===== src/rtl/hera_lsu_pkg.sv =====
// hera_lsu_pkg: shared types and defaults for the HERA load/store unit.
// Holds the FSM state encoding, timeout/error defaults and the address helper.
package hera_lsu_pkg;

  typedef enum logic [1:0] {
    IDLE    = 2'd0,
    RD_WAIT = 2'd1,
    WR_WAIT = 2'd2,
    DELIVER = 2'd3
  } lsu_state_e;

  localparam int unsigned TIMEOUT_DEF  = 15;
  localparam logic [15:0] ERR_DATA_DEF = 16'hDEAD;

  // Effective word address; wraps modulo 2^16.
  function automatic logic [15:0] lsu_ea(
    input logic [15:0] base,
    input logic [4:0]  off
  );
    return base + {11'b0, off};
  endfunction

endpackage


===== src/rtl/hera_lsu.sv =====
// hera_lsu: load/store unit; runs req/ack data-memory transactions for
// LOAD/STORE, stalls decode while busy and delivers load data to the regfile.
// Ports: clk/rst_s; decode side load_req, store_req, base, offset, rd,
// store_data, stall; regfile side load_en, ld_rd, load; memory side mem_req,
// mem_we, mem_addr, mem_wdata, mem_rdata, mem_ack; sticky lsu_err.
module hera_lsu
  import hera_lsu_pkg::*;
#(
  parameter int unsigned TIMEOUT  = TIMEOUT_DEF,
  parameter logic [15:0] ERR_DATA = ERR_DATA_DEF
) (
  input  logic        clk,
  input  logic        rst_s,
  input  logic        load_req,
  input  logic        store_req,
  input  logic [15:0] base,
  input  logic [4:0]  offset,
  input  logic [3:0]  rd,
  input  logic [15:0] store_data,
  output logic        stall,
  output logic        load_en,
  output logic [3:0]  ld_rd,
  output logic [15:0] load,
  output logic        mem_req,
  output logic        mem_we,
  output logic [15:0] mem_addr,
  output logic [15:0] mem_wdata,
  input  logic [15:0] mem_rdata,
  input  logic        mem_ack,
  output logic        lsu_err
);

  localparam logic [7:0] TMO = 8'(TIMEOUT);

  lsu_state_e  state_q, state_d;
  logic [7:0]  cnt_q, cnt_d;
  logic        req_q, req_d;
  logic        we_q, we_d;
  logic [15:0] addr_q, addr_d;
  logic [15:0] wdata_q, wdata_d;
  logic [3:0]  rd_q, rd_d;
  logic [15:0] data_q, data_d;
  logic [15:0] load_q, load_d;
  logic [3:0]  ldrd_q, ldrd_d;
  logic        err_q, err_d;
  logic        tmo;

  // Timeout fires in the wait cycle after TIMEOUT ack-less cycles.
  assign tmo = (cnt_q == TMO) && !mem_ack;

  always_comb begin
    state_d = state_q;
    cnt_d   = cnt_q;
    req_d   = req_q;
    we_d    = we_q;
    addr_d  = addr_q;
    wdata_d = wdata_q;
    rd_d    = rd_q;
    data_d  = data_q;
    load_d  = load_q;
    ldrd_d  = ldrd_q;
    err_d   = err_q;
    stall   = 1'b0;
    load_en = 1'b0;
    ld_rd   = ldrd_q;
    unique case (state_q)
      IDLE: begin
        if (mem_ack) err_d = 1'b1;
        if (load_req) begin
          // A colliding store is dropped and flagged.
          if (store_req) err_d = 1'b1;
          addr_d  = lsu_ea(base, offset);
          rd_d    = rd;
          req_d   = 1'b1;
          we_d    = 1'b0;
          stall   = 1'b1;
          state_d = RD_WAIT;
        end else if (store_req) begin
          addr_d  = lsu_ea(base, offset);
          wdata_d = store_data;
          req_d   = 1'b1;
          we_d    = 1'b1;
          stall   = 1'b1;
          state_d = WR_WAIT;
        end
      end
      RD_WAIT: begin
        stall = 1'b1;
        if (mem_ack) begin
          data_d  = mem_rdata;
          req_d   = 1'b0;
          cnt_d   = 8'd0;
          state_d = DELIVER;
        end else if (tmo) begin
          data_d  = ERR_DATA;
          req_d   = 1'b0;
          err_d   = 1'b1;
          cnt_d   = 8'd0;
          state_d = DELIVER;
        end else begin
          cnt_d = cnt_q + 8'd1;
        end
      end
      WR_WAIT: begin
        // Decode may proceed in the cycle the write completes.
        stall = !(mem_ack || tmo);
        if (mem_ack) begin
          req_d   = 1'b0;
          cnt_d   = 8'd0;
          state_d = IDLE;
        end else if (tmo) begin
          req_d   = 1'b0;
          err_d   = 1'b1;
          cnt_d   = 8'd0;
          state_d = IDLE;
        end else begin
          cnt_d = cnt_q + 8'd1;
        end
      end
      DELIVER: begin
        if (mem_ack) err_d = 1'b1;
        load_en = 1'b1;
        ld_rd   = rd_q;
        ldrd_d  = rd_q;
        load_d  = data_q;
        state_d = IDLE;
      end
      default: state_d = IDLE;
    endcase
  end

  always_ff @(posedge clk or posedge rst_s) begin
    if (rst_s) begin
      state_q <= IDLE;
      cnt_q   <= 8'd0;
      req_q   <= 1'b0;
      we_q    <= 1'b0;
      addr_q  <= 16'd0;
      wdata_q <= 16'd0;
      rd_q    <= 4'd0;
      data_q  <= 16'd0;
      load_q  <= 16'd0;
      ldrd_q  <= 4'd0;
      err_q   <= 1'b0;
    end else begin
      state_q <= state_d;
      cnt_q   <= cnt_d;
      req_q   <= req_d;
      we_q    <= we_d;
      addr_q  <= addr_d;
      wdata_q <= wdata_d;
      rd_q    <= rd_d;
      data_q  <= data_d;
      load_q  <= load_d;
      ldrd_q  <= ldrd_d;
      err_q   <= err_d;
    end
  end

  assign mem_req   = req_q;
  assign mem_we    = we_q;
  assign mem_addr  = addr_q;
  assign mem_wdata = wdata_q;
  assign load      = load_q;
  assign lsu_err   = err_q;

endmodule


===== config.mk =====
export PLATFORM = sky130hd
export DESIGN_NAME = hera_lsu
export DESIGN_NICKNAME = d
export VERILOG_FILES = /design/src/rtl/hera_lsu_pkg.sv /design/src/rtl/hera_lsu.sv
export SDC_FILE = /design/constraint.sdc
export NUM_CORES = 1
export LEC_CHECK = 0
export BUFFER_PORTS_ARGS = -buffer_cell sky130_fd_sc_hd__clkbuf_2
export CORE_MARGIN = 2
export CORE_UTILIZATION = 45
export CTS_BUF_LIST = sky130_fd_sc_hd__clkbuf_4 sky130_fd_sc_hd__clkbuf_8
export DETAILED_ROUTE_END_ITERATION = 12
export PLACE_DENSITY = 0.74
export SLEW_MARGIN = 20
export SYNTH_ARGS = -nofsm -noshare
export SYNTH_HDL_FRONTEND = slang
export SYNTH_SLANG_ARGS = --single-unit

===== constraint.sdc =====
create_clock -name clk -period 2.8 [get_ports clk]
set_input_delay 0.28 -clock clk [delete_from_list [all_inputs] [get_ports clk]]
set_output_delay 0.28 -clock clk [all_outputs]
set_load 0.01 [all_outputs]

==> metrics <==
outcome=finished clean; top-level I/O count=119; dpl ws=0.741 ns; IO Port Bufs=118; HPWL Detailed=6150 um; power per cell area=1060 mW/mm^2; synth warn=0; Req. time, crit path=2.52 ns; Leak=2.29 nW; hold buffer count at cts=0; Least-Margin Pin Slew=0.948 ns; min Tclk post-route=2.33 ns; worst reg2reg path depth=4; CTS root buf=clkbuf_8; Antenna diodes=0; vias in the first global route=2,968; htree depth=3; pin count of the biggest net entering global routing=48; Max Slew Vio Count=0; crit-path cells=ha_1 > and4b_1 > a21oi_1 > a211oi_1 > nor2_1 > clkbuf_2; Post-Syn Area per Cell=11.8 sq um; total CTS buffers=9; die height=97.0 um; share of the synthesized area in the top cell type=0.546; Worst-Skew Late Latency=0.35 ns; total vias in the final route=3,041; clock skew=0.0141 ns; final net count=526; DR DRC count=0; DIE WIDTH=97.0 um; setup TNS=0 ns; final hold vios=0; num rows=33; flip-flop and latch count after synthesis=85; Min Hold Slack=0.0280 ns; DRT Pass-1 Iters=4; initial antenna violation count=0; clk sinks=85; PnR worst setup slack=0.474 ns; CP max FO=6; crit share post-route=0.831; combinational family with the most area after synthesis=compound AO/OA/AOI/OAI gates; post-route antenna net violation count=0; Vias/cell=5.41; syn_nets=405; Compound-Gate Fraction of Synth Area=0.157; Synth area leaders=dfrtp_1, mux2_2, ha_1; Post-Route WL=8310 um; Post-Syn Area=0.00389 sq mm; FILL cells=707; layout cell share with drive strength beyond 1=0.405; Worst-path clk slew=0.09 ns; Core ar.=0.00830 sq mm; most frequent cell after synthesis=dfrtp_1; CTS tree=built; total setup buffers inserted after CTS=0; fmax=0.430 GHz; Crit Reg-Reg Startpoint=state_q[0]; Yosys cell types=47; worst vdd ir=0.501 mV; Synth Area in Adders=0.0405; die area=0.00941 sq mm; number of synthesized flops with an enable pin=0; # setup viols final=0; R2R Setup Slk=0.75 ns; Crit Path Class=flop to output pin; post-synthesis sequential area ratio=0.546; post-CTS sizing=0; Crit. Startpoint=cnt_q[0]; Post-synth top flop=dfrtp_1; maxcap violations=0; Max clock buf depth=2; post-synthesis xor/xnor area fraction=0.00675; CP Capture Type=output pin; top cells by count, synth=dfrtp_1, mux2_2, nand2_1; RSZ-0062 raised after global routing=no; first-pass GRT wire length=14,000 um; slowest CP cell=dfrtp_1; Routability Congestion=0.824; DR iter-0 viols=75; Async SR Flop Fraction=1.00; post-synthesis simple-gate area fraction=0.0977; Worst Hold Class=input pin to asynchronous set/reset pin; WL/cell=14.8 um; initial core utilization=0.469; Synth area leader=dfrtp_1; P&R area growth vs syn=24.4%; Critical Path AT=2.05 ns; startpoint class of the critical path=flop; GRT overflow=0; max incr delay on CP=0.44 ns; GRT Util Overall=0.180; dpl cells=546; post-synthesis mux area share=0.129; Post-Layout Cell Count=562; headroom to the max-slew limit=0.364; Mapped Cells=331
==> worst paths after layout <==
kind | to
max in group asynchronous | data_q[1]
min reg2reg | data_q[15]
min | mem_wdata[6]
max reg2reg | mem_wdata[14]
max | stall
min in group clk | data_q[12]
==> final cells by class <==
cell class                      count  area, sq um  share of cell area
Clock buffer                        9          124              0.0256
Clock inverter                      7          105              0.0217
Inverter                            9         35.0             0.00723
Multi-Input combinational cell    224         1680               0.347
Sequential cell                    85         2130               0.439
Tap cell                          105          131              0.0271
Timing Repair Buffer              123          641               0.132
==> stage by stage <==
| stage | instance area (sq um) | util | total power, W |
|---|---|---|---|
| after floorplan | 3890 | - | 0.00340 |
| after global placement | 4610 | 0.556 | 0.00412 |
| after detailed placement | 4610 | 0.556 | 0.00418 |
| after CTS | 4840 | 0.584 | 0.00519 |
| after global routing | 4840 | 0.584 | 0.00550 |
| final | 4840 | 0.584 | 0.00513 |
==> per-layer routing <==
layer,share of wire,GRT usage
met1,0.45,0.243
met2,0.46,0.283
met3,0.073,0.0455
met4,0.013,0.0628
met5,0,0
==> registers in the layout, indices dropped and copies added (netlist names) <==
register / flops
ldrd_q: 4
lsu_err: 1
state_q: 2
load: 16
rd_q: 4
cnt_q: 8
mem_addr: 16
mem_we: 1
mem_wdata: 16
mem_req: 1
data_q: 16
==> where the power goes <==
group | total, W | internal (W) | switching (W) | leakage (nW)
clock | 0.000991 | 0.000518 | 0.000473 | 0.118
sequential | 0.00211 | 0.00180 | 0.000306 | 1.02
combinational | 0.00203 | 0.000992 | 0.00104 | 1.16
total | 0.00513 | 0.00331 | 0.00182 | 2.29
==> worst max-delay path, delay by kind of cell (launching register included) <==
kind	cells	cell delay, ns
AOI/OAI and AO/OA	2	0.53
adders and majority gates	1	0.24
buffers and inverters	1	0.14
DFF	1	0.44
and+or+nand+nor	2	0.33
==> cells in the final DEF, fill, tap and decap left out, types with 6 or more instances in the layout <==
master,count
clkbuf_2,118
dfrtp_1,85
mux2_2,42
nand2_1,30
nor2_1,16
o21ai_0,15
o22a_1,11
ha_1,11
a21oi_1,10
clkbuf_8,9
o31ai_1,8
inv_1,8
nand3_1,7
o211ai_1,6
a22o_1,6
==> kinds of logic (layout without fill, tap and decap cells) <==
| group | Yosys count | after routing |
|---|---|---|
| buf+inv | 22 | 148 |
| fa+ha+maj | 12 | 12 |
| xor+xnor | 3 | 3 |
| mux | 45 | 45 |
| simple gates | 79 | 79 |
| compound gates | 85 | 85 |
| flops | 85 | 85 |
Note: power is estimated with default switching activity, not from simulation.
